[config.mk]
export PLATFORM = sky130hd
export DESIGN_NAME = core_sequencer
export DESIGN_NICKNAME = d
export VERILOG_FILES = /design/src/rtl/core_sequencer.sv
export SDC_FILE = /design/constraint.sdc
export NUM_CORES = 1
export LEC_CHECK = 0
export BUFFER_PORTS_ARGS = -buffer_cell sky130_fd_sc_hd__clkbuf_2
export CORE_MARGIN = 5
export CORE_UTILIZATION = 45
export CTS_CLUSTER_DIAMETER = 50
export CTS_CLUSTER_SIZE = 12
export DETAILED_ROUTE_END_ITERATION = 10
export PLACE_DENSITY = 0.76
export SLEW_MARGIN = 20
export SYNTH_ARGS = -nofsm -noshare
export SYNTH_HDL_FRONTEND = slang
export SYNTH_SLANG_ARGS = --single-unit
[constraint.sdc]
create_clock -name clk -period 3.2 [get_ports clk]
set_clock_uncertainty 0.2 [all_clocks]
set_input_delay 0.16 -clock clk [delete_from_list [all_inputs] [get_ports clk]]
set_output_delay 0.16 -clock clk [all_outputs]
set_load 0.02 [all_outputs]
[src/rtl/core_sequencer.sv]
// Multi-cycle fetch/decode/execute/write-back sequencer for the rv64 core.
// Define CORE_SEQ_PERF_EN to add the cycle_cnt/instret_cnt performance counters.
module core_sequencer #(
    parameter int unsigned     XLEN     = 64,
    parameter logic [XLEN-1:0] RESET_PC = '0
) (
    input  logic            clk,
    input  logic            rst_n,
    input  logic            run,
    output logic            imem_req,
    output logic [XLEN-1:0] imem_addr,
    input  logic            imem_ready,
    input  logic [31:0]     imem_rdata,
    output logic [31:0]     instr,
    input  logic            dec_reg_write,
    input  logic            dec_illegal,
    output logic [XLEN-1:0] pc,
    output logic            ex_en,
    output logic            reg_we,
    output logic            retire,
    output logic            halted
`ifdef CORE_SEQ_PERF_EN
    ,
    output logic [63:0]     cycle_cnt,
    output logic [63:0]     instret_cnt
`endif
);

    localparam logic [31:0] NopInstr = 32'h0000_0013;

    typedef enum logic [2:0] {
        StIdle,
        StFetch,
        StDecode,
        StExecute,
        StWriteback,
        StHalt
    } state_e;

    state_e          state_q, state_d;
    logic [XLEN-1:0] pc_q, pc_d;
    logic [31:0]     instr_q, instr_d;

    always_ff @(posedge clk or negedge rst_n) begin
        if (!rst_n) begin
            state_q <= StIdle;
            pc_q    <= RESET_PC;
            instr_q <= NopInstr;
        end else begin
            state_q <= state_d;
            pc_q    <= pc_d;
            instr_q <= instr_d;
        end
    end

    always_comb begin
        state_d = state_q;
        pc_d    = pc_q;
        instr_d = instr_q;
        unique case (state_q)
            StIdle: begin
                if (run) begin
                    state_d = StFetch;
                end
            end
            StFetch: begin
                if (imem_ready) begin
                    instr_d = imem_rdata;
                    state_d = StDecode;
                end
            end
            StDecode: begin
                // An illegal opcode freezes pc/instr so software can inspect the faulting word.
                state_d = dec_illegal ? StHalt : StExecute;
            end
            StExecute: begin
                state_d = StWriteback;
            end
            StWriteback: begin
                pc_d    = pc_q + XLEN'(4);
                state_d = StFetch;
            end
            StHalt: begin
                state_d = StHalt;
            end
            default: begin
                state_d = StIdle;
            end
        endcase
    end

    // Outputs decode from registered state only; imem_ready never reaches them.
    always_comb begin
        imem_req = 1'b0;
        ex_en    = 1'b0;
        reg_we   = 1'b0;
        retire   = 1'b0;
        halted   = 1'b0;
        unique case (state_q)
            StFetch:     imem_req = 1'b1;
            StExecute:   ex_en = 1'b1;
            StWriteback: begin
                reg_we = dec_reg_write;
                retire = 1'b1;
            end
            StHalt:      halted = 1'b1;
            default:     ;
        endcase
    end

    assign pc        = pc_q;
    assign imem_addr = pc_q;
    assign instr     = instr_q;

`ifdef CORE_SEQ_PERF_EN
    logic [63:0] cycle_q, instret_q;

    always_ff @(posedge clk or negedge rst_n) begin
        if (!rst_n) begin
            cycle_q   <= '0;
            instret_q <= '0;
        end else begin
            if (state_q != StIdle && state_q != StHalt) begin
                cycle_q <= cycle_q + 64'd1;
            end
            if (retire) begin
                instret_q <= instret_q + 64'd1;
            end
        end
    end

    assign cycle_cnt   = cycle_q;
    assign instret_cnt = instret_q;
`endif

endmodule

==> run metrics, run 1 <==
status=completed; Setup violations, final=0; Top Family by Delay on Critical Path=simple AND/OR/NAND/NOR gates; critical path depth=5; Synth Area in XOR/XNOR=10.9%; core area=roughly 11,000 um^2; Chip Width=114 um; DRT Pass-1 Iters=4; syn_area_per_cell=approximately 11 um^2; number of synthesized flops with an enable pin=0; H-Tree Depth=3; CP Buf/Inv Count=0; Peak VDD IR=between 0.0004 and 0.0005 V; crit path max fanout=7; Final nets=655; Cell Rows=38; Wirelength per Cell=around 16 um; Synth top cells by count=dfrtp_1 (94), buf_4 (66), xor2_1 (36); Synthesis Warnings=0; CTS tree=yes; post-route ant nets=0; slowest cell on the critical path=nor4_4; adder-cell share of the synthesized area=less than 1%; reg-to-reg critical path startpoint=imem_addr[7]$_DFFE_PN0N_; drc violations=0; cell taking the most area after synthesis=dfrtp_1; Crit Path Category=flip-flop to flip-flop; CP Capture Type=flip-flop; crit path from=imem_addr[7]$_DFFE_PN0N_; antenna violations before repair=0; Compound-Gate Fraction of Synth Area=0.640%; Area growth syn-to-layout=25.2%; sequential-to-total area share from yosys stat=49.8%; GP Congestion=roughly 0.84; fmax=0.413 GHz; Num CTS Buffers=9; worst min path class=input pin to async pin; Startpoint Class=flip-flop; 1st-iter DRT viols=161; Slew HR=between 50 and 60%; vias per inst=4.94; hpwl dp=9060 um; synthesized cell area=4880 um^2; Final WS setup=0.780 ns; most common cell in the netlist=dfrtp_1; Yosys cell types=37; IO Count=203; clk_lat worst skew=around 0.36 ns; CTS sink count=97; largest family of logic cells by synthesized area=simple AND/OR/NAND/NOR gates; Root Buffer=clkbuf_8; Pleak=3.16 nW; Post-Synthesis Cells=approximately 440; first-pass GRT wire length=19,500 um; Worst Setup EP=imem_addr[44]$_DFFE_PN0N_; GRT Resource Usage Total=18.9%; die area=13,000 um^2; critical path data required time=3.29 ns; Worst path max stage delay=0.57 ns; critical path cell sequence=nand3_1 -> nor4_4 -> nand4_1 -> nor4_2 -> xnor2_1; synth top area cells=dfrtp_1 (48%), buf_4 (10%), mux2_2 (7.6%), xor2_1 (6.5%), xnor2_1 (4.5%); TNS Setup=0 ns; crit path time final=2.42 ns; arrival time at the worst endpoint=2.51 ns; worst hold-check slack=0.194 ns; unrepaired setup endpoints after global routing=false; layout cells sized above 1=43.6%; Initial Util=a little under half; drt total wl=12,200 um; PwrDens=594 nW/um^2; Final Hold Viols=0; R2R Setup Slk=0.78 ns; dpl cells=708; worst reg2reg path depth=5; port bufs=about 200; pre-CTS setup slack=0.822 ns; Final Non-Filler Cells=762; Max Cap Violations=0; fillcell total=921; count of pins over their slew limit=0; CTS Buffer Depth=2; via count=3,763; ys flop type=dfrtp_1; Clk pin slew, worst setup/hold paths=0.11 ns; period utilization=approximately 76%; FF-to-FF End=imem_addr[44]$_DFFE_PN0N_; Worst Tran Pin Value=0.740 ns; asr flop ratio synth=100%; simple-gate share of the synthesized area=a little under a fifth; grt ovf=0; Synth top area share=between 40% and 50%; overall die height=roughly 110 um; largest net degree at the start of global routing=between 80 and 90; post-synthesis mux area share=7.61%; synthesized flop and latch total=97; vias in the first global route=3,832
through the flow:
step	util, %	instance area (um^2)	total power, mW
2_1_floorplan	-	4900	2.47
3_3_place_gp	51.7	5550	2.80
3_5_place_dp	51.7	5550	2.86
4_1_cts	56.8	6110	3.66
5_1_grt	56.9	6110	3.82
6_report	56.9	6110	3.63
registers in the layout (all words and copies together) (netlist names):
name       flops
imem_addr     62
instr         32
state_q        3
how the worst min path moves through the flow:
stage	cells past startpoint	slack [ns]	from	end
final	2	0.19	rst_n	instr[23]$_DFFE_PN0P_
after floorplan	0	-0.34	rst_n	imem_addr[10]$_DFFE_PN0N_
after global routing	2	0.27	rst_n	instr[23]$_DFFE_PN0P_
after detailed placement	2	0.20	imem_rdata[11]	instr[11]$_DFFE_PN0P_
after CTS	1	0.30	imem_addr[63]$_DFFE_PN0N_	imem_addr[63]$_DFFE_PN0N_
after global placement	1	0.19	rst_n	instr[23]$_DFFE_PN0P_
routing by layer:
metal  vias to the layer above  GRT usage, %  wire [um]
li1                       1778             -          -
met1                      1810          23.5       4840
met2                       151          32.9       6170
met3                        24          2.64        824
met4                         0          8.00        323
met5                         -             0          0
cell usage in the layout, fill, tap and decap left out, drive strengths merged, types with 2 or more instances in the layout:
master and instances:
dlygate4sd3 37, clkinvlp 2, nand4 19, and2 2
clkbuf 206, conb 4, nor2 33, mux2 33
nor3b 2, a21oi 2, nor4 14, xor2 36
buf 3, dfstp 3, nand2 32, nor3 19
xnor2 25, nand3 20, and3 4, clkinv 2
inv 18, dfrtp 94
power breakdown:
group | switching, mW | leakage (nW) | internal (mW)
Combinational | 0.691 | 1.80 | 0.514
Clock | 0.462 | 0.0899 | 0.299
Sequential | 0.182 | 1.27 | 1.49
Total | 1.34 | 3.16 | 2.30
cell families (layout without fill, tap and decap cells):
kind of cell | after synthesis | after routing
buffers and inverters | 88 | 268
multiplexers | 33 | 33
flip-flops | 97 | 97
XOR/XNOR | 61 | 61
other | 1 | 5
adder cells (fa/ha/maj) | 1 | 1
AND/OR/NAND/NOR | 152 | 152
AO/OA/AOI/OAI | 5 | 5
final cells by class:
cell class | count | area, um^2 | share of cell area (%)
diodes | 1 | 2.50 | 0.0409
clock buffers | 9 | 124 | 2.03
clock inverters | 7 | 63.8 | 1.04
inverters | 15 | 56.3 | 0.921
multi-input cells | 256 | 1880 | 30.7
flip-flops and latches | 97 | 2430 | 39.8
well taps | 140 | 175 | 2.86
repair buffers | 237 | 1380 | 22.6
what timing repair did:
action / 4_1_cts / 5_1_grt
buffers inserted: 0 / 0
hold endpoints to repair: 114 / 0
resized for setup: 0 / 0
hold buffers: 37 / 0
setup endpoints to repair: 0 / 0
Note: power is estimated with default switching activity, not from simulation.
==> run 2, diff against run 1 <==
--- a/config.mk
+++ b/config.mk
@@ -7,11 +7,11 @@
 export LEC_CHECK = 0
 export BUFFER_PORTS_ARGS = -buffer_cell sky130_fd_sc_hd__clkbuf_2
 export CORE_MARGIN = 5
-export CORE_UTILIZATION = 45
+export CORE_UTILIZATION = 44
 export CTS_CLUSTER_DIAMETER = 50
 export CTS_CLUSTER_SIZE = 12
 export DETAILED_ROUTE_END_ITERATION = 10
-export PLACE_DENSITY = 0.76
+export PLACE_DENSITY = 0.77
 export SLEW_MARGIN = 20
 export SYNTH_ARGS = -nofsm -noshare
 export SYNTH_HDL_FRONTEND = slang
==> constraint.sdc (replaced) <==
create_clock -name clk -period 2.04 [get_ports clk]
set_clock_uncertainty 0.2 [all_clocks]
set_input_delay 0.102 -clock clk [delete_from_list [all_inputs] [get_ports clk]]
set_output_delay 0.102 -clock clk [all_outputs]
set_load 0.02 [all_outputs]
==> run 2 against run 1 <==
The run now ends with negative setup slack left. Flip-flop and latch count unchanged. Largest power group unchanged. Routed wire length up 6.1%. Total power is 67% higher. Fmax increased by 16%. Global-route usage rose by 0.39 points. Final area up 11%. Clock-buffer cell count up 1. Die area up 2.1%. Setup slack got worse by 0.83 ns.
==> run metrics, run 2 (synthesis results as in run 1) <==
1st-iter DRT viols=196; drc violations=0; Worst Setup EP=imem_addr[54]$_DFFE_PN0N_; commonest non-fill, non-tap cell in the layout=clkbuf_2; hpwl dp=between 9000 and 10,000 um; worst min path class=input pin to async pin; reg-to-reg critical path startpoint=imem_addr[29]$_DFFE_PN0N_; slowest cell on the critical path=dfrtp_1; Worst path max stage delay=0.39 ns; arrival time at the worst endpoint=2.17 ns; Setup violations, final=2; Initial Util=45.1%; Chip Width=115 um; Worst Tran Pin Value=0.521 ns; CTS Buffer Depth=2; CTS sink count=97; Final WS setup=-0.0519 ns; Pleak=roughly 3.6 nW; Largest register FFs=62; Startpoint Class=flip-flop; DRT Pass-1 Iters=4; Wirelength per Cell=around 16 um; die area=13,300 um^2; crit path from=imem_addr[29]$_DFFE_PN0N_; number of inserted diodes=0; Final nets=719; Final Hold Viols=0; overall die height=115 um; FF-to-FF End=imem_addr[54]$_DFFE_PN0N_; PwrDens=893 nW/um^2; Max Cap Violations=0; CP Capture Type=flip-flop; IO Count=203; Root Buffer=clkbuf_8; GRT Resource Usage Total=between 10% and 20%; critical path cell sequence=nand4_1 -> buf_4 -> nor3_1 -> nand4_1 -> nor3_2 -> xor2_1; H-Tree Depth=3; grt ovf=0; count of pins over their slew limit=0; vias per inst=4.78; Slew HR=65.3%; R2R Setup Slk=-0.05 ns; antenna violations before repair=0; Crit Path Category=flip-flop to flip-flop; fmax=0.478 GHz; vias in the first global route=4,036; dpl cells=764; critical path data required time=about 2.1 ns; Cell Rows=38; port bufs=just under 200; status=finished with violations; Num CTS Buffers=9; GP Congestion=0.844; layout cells sized above 1=between 50% and 60%; period utilization=103%; Clk pin slew, worst setup/hold paths=around 0.1 ns; Peak VDD IR=0.000699 V; TNS Setup=-0.0791 ns; via count=between 3,000 and 4,000; CTS tree=yes; drt total wl=12,900 um; largest net degree at the start of global routing=between 40 and 50; post-route ant nets=0; most frequent cells in the layout=clkbuf_2 (197), dfrtp_1 (89), buf_4 (64); Final Non-Filler Cells=825; unrepaired setup endpoints after global routing=true; worst hold-check slack=0.0576 ns; Area growth syn-to-layout=39.4%; first-pass GRT wire length=20,300 um; core area=10,800 um^2; clk_lat worst skew=0.36 ns; most frequent CP cell=nand4_1; failing checks=negative setup slack; crit path time final=roughly 2.1 ns; worst reg2reg path depth=6; crit path max fanout=4; Tot Pwr=6.08 mW
## run 2: changes by cell type in the layout (fill, tap and decap cells not counted), sizes merged
cell      before  now
clkinv         2    0
buf            3   67
clkbuf       206  207
diode          1    0
inv           18   19
bufinv         0    2
clkinvlp       2    0
## run 2: area by class of cell
type	count	area [um^2]
flip-flops and latches	97	2440
repair buffers	301	1890
fillers	874	4030
multi-input cells	256	2030
clock buffers	10	128
inverters	15	56.3
clock inverters	6	95.1
well taps	140	175
## run 2: worst min-delay path by stage
stage,to,slack [ns],cells past startpoint
after floorplan,imem_addr[10]$_DFFE_PN0N_,-0.39,0
after global routing,instr[13]$_DFFE_PN0P_,0.08,2
after CTS,instr[2]$_DFFE_PN0P_,0.06,2
final,instr[12]$_DFFE_PN0P_,0.06,2
after detailed placement,instr[2]$_DFFE_PN0P_,-0.08,1
after global placement,instr[13]$_DFFE_PN0P_,-0.09,1
## run 2: critical path: cells and delay by family, from the launching register on
family | cells | cell delay (ns)
xor gates and xnor gates | 1 | 0.18
and+or+nand+nor | 4 | 1.01
buffers and inverters | 1 | 0.23
DFF | 1 | 0.39
## run 2: what timing repair did
item / 4_1_cts / 5_1_grt
hold buffers: 37 / 0
setup buffers: 1 / 7
setup endpoints to repair: 5 / 23
hold endpoints to repair: 130 / 0
gates resized for setup: 1 / 20
pin swaps: 1 / 13
## run 2: metal layers
metal	up-vias	global-route usage, %	share of wire [%]
met1	1929	23.5	39
li1	1886	-	-
met2	116	35.0	55
met3	16	2.47	5.2
met4	0	6.65	1.7
met5	-	0	0
## run 2: metrics by stage
stage	worst slack (ns)	area [um^2]	util, %
2_1_floorplan	-0.0146	4930	-
3_3_place_gp	0.0195	6030	55.7
3_5_place_dp	-0.0378	6030	55.7
4_1_cts	-0.0143	6640	61.3
5_1_grt	-0.173	6810	62.8
6_report	-0.0519	6810	62.8
## run 2: power breakdown
part | internal, mW | leakage, nW | total (mW) | switching [mW]
Clock | 0.710 | 0.112 | 1.41 | 0.699
Sequential | 2.33 | 1.26 | 2.56 | 0.229
Combinational | 0.921 | 2.26 | 2.11 | 1.19
Total | 3.96 | 3.63 | 6.08 | 2.11
==> run 3, diff against run 2 <==
--- a/config.mk
+++ b/config.mk
@@ -5,13 +5,13 @@
 export SDC_FILE = /design/constraint.sdc
 export NUM_CORES = 1
 export LEC_CHECK = 0
+export ABC_AREA = 1
 export BUFFER_PORTS_ARGS = -buffer_cell sky130_fd_sc_hd__clkbuf_2
-export CORE_MARGIN = 5
-export CORE_UTILIZATION = 44
+export CORE_UTILIZATION = 45
 export CTS_CLUSTER_DIAMETER = 50
 export CTS_CLUSTER_SIZE = 12
 export DETAILED_ROUTE_END_ITERATION = 10
-export PLACE_DENSITY = 0.77
+export PLACE_DENSITY = 0.76
 export SLEW_MARGIN = 20
 export SYNTH_ARGS = -nofsm -noshare
 export SYNTH_HDL_FRONTEND = slang
==> run 3 against run 2 <==
The run now ends clean. Critical path depth increased by 2. Die area decreased by 1.6%. Clock power increased by 19%. Highest routed layer unchanged.
==> run metrics, run 3 <==
PwrDens=916 nW/um^2; Startpoint Class=flip-flop; Post-CTS Setup Repair Bufs=0; Cell Rows=40; CTS tree=yes; largest net degree at the start of global routing=around 100; critical path data required time=2.08 ns; overall die height=114 um; period utilization=93.4%; CTS sink count=slightly below 100; Clock Power Share=25.2%; Initial Util=between 40 and 50%; internal power=4.29 mW; vias per inst=4.88; first-pass GRT wire length=approximately 24,000 um; Synth top area share=41.4%; Crit Path Category=flip-flop to flip-flop; Finished Cell Area=7270 um^2; critical path cell sequence=inv_2 -> nand3_4 -> nor2_4 -> nand2_2 -> nor3_4 -> nand3_1 -> nand2_1 -> nand2_1; CP Capture Type=flip-flop; Net Sw Frac=35.6%; hpwl dp=11,500 um; fillcell total=roughly 1,100; worst min path class=input pin to async pin; FF-to-FF End=imem_addr[49]$_DFFE_PN0N_; Slew HR=65.7%; port bufs=198; most frequent cells in the layout=clkbuf_2 (197), nand2_1 (153), dfrtp_1 (90); dpl cells=989; Comb pwr share=35.5%; crit path time final=roughly 1.9 ns; number of inserted diodes=0; asr flop ratio synth=100%; fmax=0.525 GHz; arrival time at the worst endpoint=between 1.5 and 2 ns; core area=between 10,000 and 15,000 um^2; R2R Setup Slk=0.13 ns; reg-to-reg critical path startpoint=state_q[0]$_DFFE_PN0P_; sequential-to-total area share from yosys stat=42.7%; ys flop type=dfrtp_1; Setup violations, final=0; GP Congestion=0.940; placed instance area=6580 um^2; syn_area_per_cell=approximately 8.6 um^2; synthesized flop and latch total=97; worst reg2reg path depth=8; area of the multi-input gates=about 2500 um^2; most frequent CP cell=nand2_1; TNS Setup=0 ns; Max Cap Violations=0; Final Non-Filler Cells=1,041; Post-Synthesis Cells=664; synth top area cells=dfrtp_1 (41%), nand2_1 (10%), buf_4 (8.7%), mux2_4 (7.9%), nor2_1 (6.2%); Top Family by Delay on Critical Path=simple AND/OR/NAND/NOR gates; Wirelength per Cell=roughly 15 um; vias in the first global route=4,661; CTS Buffer Depth=2; crit path max fanout=7; slowest cell on the critical path=dfrtp_2; commonest non-fill, non-tap cell in the layout=clkbuf_2; sequential power share=39.3%; Chip Width=about 110 um; Worst Tran Pin Value=0.515 ns; Root Buffer=clkbuf_16; grt ovf=0; status=completed; Yosys cell types=33; die area=about 13,000 um^2; clk_lat worst skew=0.35 ns; Final Hold Viols=0; drt total wl=15,800 um; worst hold-check slack=around 0.15 ns; DRT Pass-1 Iters=5; GRT Resource Usage Total=approximately 24%; Synth top cells by count=nand2_1 (153), dfrtp_1 (94), nor2_1 (94); most common cell in the netlist=nand2_1; 1st-iter DRT viols=roughly 430; Num CTS Buffers=9; drc violations=0; layout cells sized above 1=36.3%; Area growth syn-to-layout=27.9%; Peak VDD IR=approximately 0.00045 V; cell taking the most area after synthesis=dfrtp_1; IO Count=between 200 and 250; Core Util, Final=between 50 and 60%; H-Tree Depth=3; count of pins over their slew limit=0; antenna violations before repair=0; via count=5,083; post-route ant nets=0; register area=2440 um^2; Worst path max stage delay=0.45 ns; sw power=~2.4 mW; Final nets=907; number of synthesized flops with an enable pin=0; unrepaired setup endpoints after global routing=true; CP Buf/Inv Count=1; Largest register FFs=62; synthesized cell area=5690 um^2; Synthesis Warnings=0; Clk pin slew, worst setup/hold paths=0.08 ns; Pleak=3.78 nW
## run 3: cell types whose count changed after synthesis, sizes merged, moves of 12 or more
cell   change
nand2    +128
inv       +54
nand3     +12
xor2      -13
nor4      -13
nor2      +75
## run 3: layer usage
| metal | track usage, % | wire [um] | vias to the layer above |
|---|---|---|---|
| met4 | 8.05 | 382 | 0 |
| met3 | 4.82 | 1120 | 29 |
| met1 | 31.5 | 6790 | 2397 |
| met5 | 0 | 0 | - |
| li1 | - | - | 2431 |
| met2 | 40.6 | 7540 | 226 |
## run 3: power by group through the flow
stage | combinational (mW) | clock, mW | sequential [mW]
after floorplan | 1.16 | 0 | 3.08
after global placement | 2.27 | 0 | 2.61
after detailed placement | 2.27 | 0 | 2.63
after CTS | 2.35 | 1.71 | 2.59
after global routing | 2.50 | 1.79 | 2.67
final | 2.36 | 1.68 | 2.62
## run 3: metrics by stage
stage                     worst slack, ns  total power, mW
final                               0.134             6.66
after global routing              -0.0255             6.96
after CTS                          0.0694             6.65
after detailed placement           0.0923             4.90
after global placement             0.0973             4.88
after floorplan                     0.149             4.25
## run 3: cell families (layout without fill, tap and decap cells)
family	after synthesis	in the layout	synth area share, %
AO/OA/AOI/OAI	5	5	0.462
XOR/XNOR	42	42	6.47
adder cells (fa/ha/maj)	1	1	0.220
buffers and inverters	139	345	14.1
flip-flops	97	97	42.7
multiplexers	32	32	8.31
other	1	4	0.0659
AND/OR/NAND/NOR	347	347	27.7
## run 3: worst max-delay path by stage
stage	start	to	slack (ns)	depth (start not counted)
global route	imem_addr[12]$_DFFE_PN0N_	imem_addr[53]$_DFFE_PN0N_	-0.03	9
finish	state_q[0]$_DFFE_PN0P_	imem_addr[49]$_DFFE_PN0N_	0.13	8
CTS	imem_addr[5]$_DFFE_PN0N_	imem_addr[53]$_DFFE_PN0N_	0.07	9
global placement	imem_addr[5]$_DFFE_PN0N_	imem_addr[53]$_DFFE_PN0N_	0.1	9
floorplan	imem_addr[3]$_DFFE_PN0N_	imem_addr[54]$_DFFE_PN0N_	0.15	10
detailed placement	state_q[1]$_DFFE_PN0P_	imem_addr[51]$_DFFE_PN0N_	0.09	10
## run 3: layout make-up
class | instances | area share [%]
multi-input combinational | 431 | 34.5
sequential | 97 | 33.5
timing repair buffer | 260 | 21.6
inverter | 69 | 3.56
clock buffer | 9 | 3.10
tap | 168 | 2.89
clock inverter | 7 | 0.877
## run 3: what timing repair did
action	CTS	global route
endpoints found under the hold margin	132	0
gates resized for setup	0	15
hold buffers	36	0
setup endpoints to repair	0	18
## run 3: tightest hold or removal path: stages
cell           delay, ns
dlygate4sd3_1       0.53
buf_4               0.11
buf_12              0.39
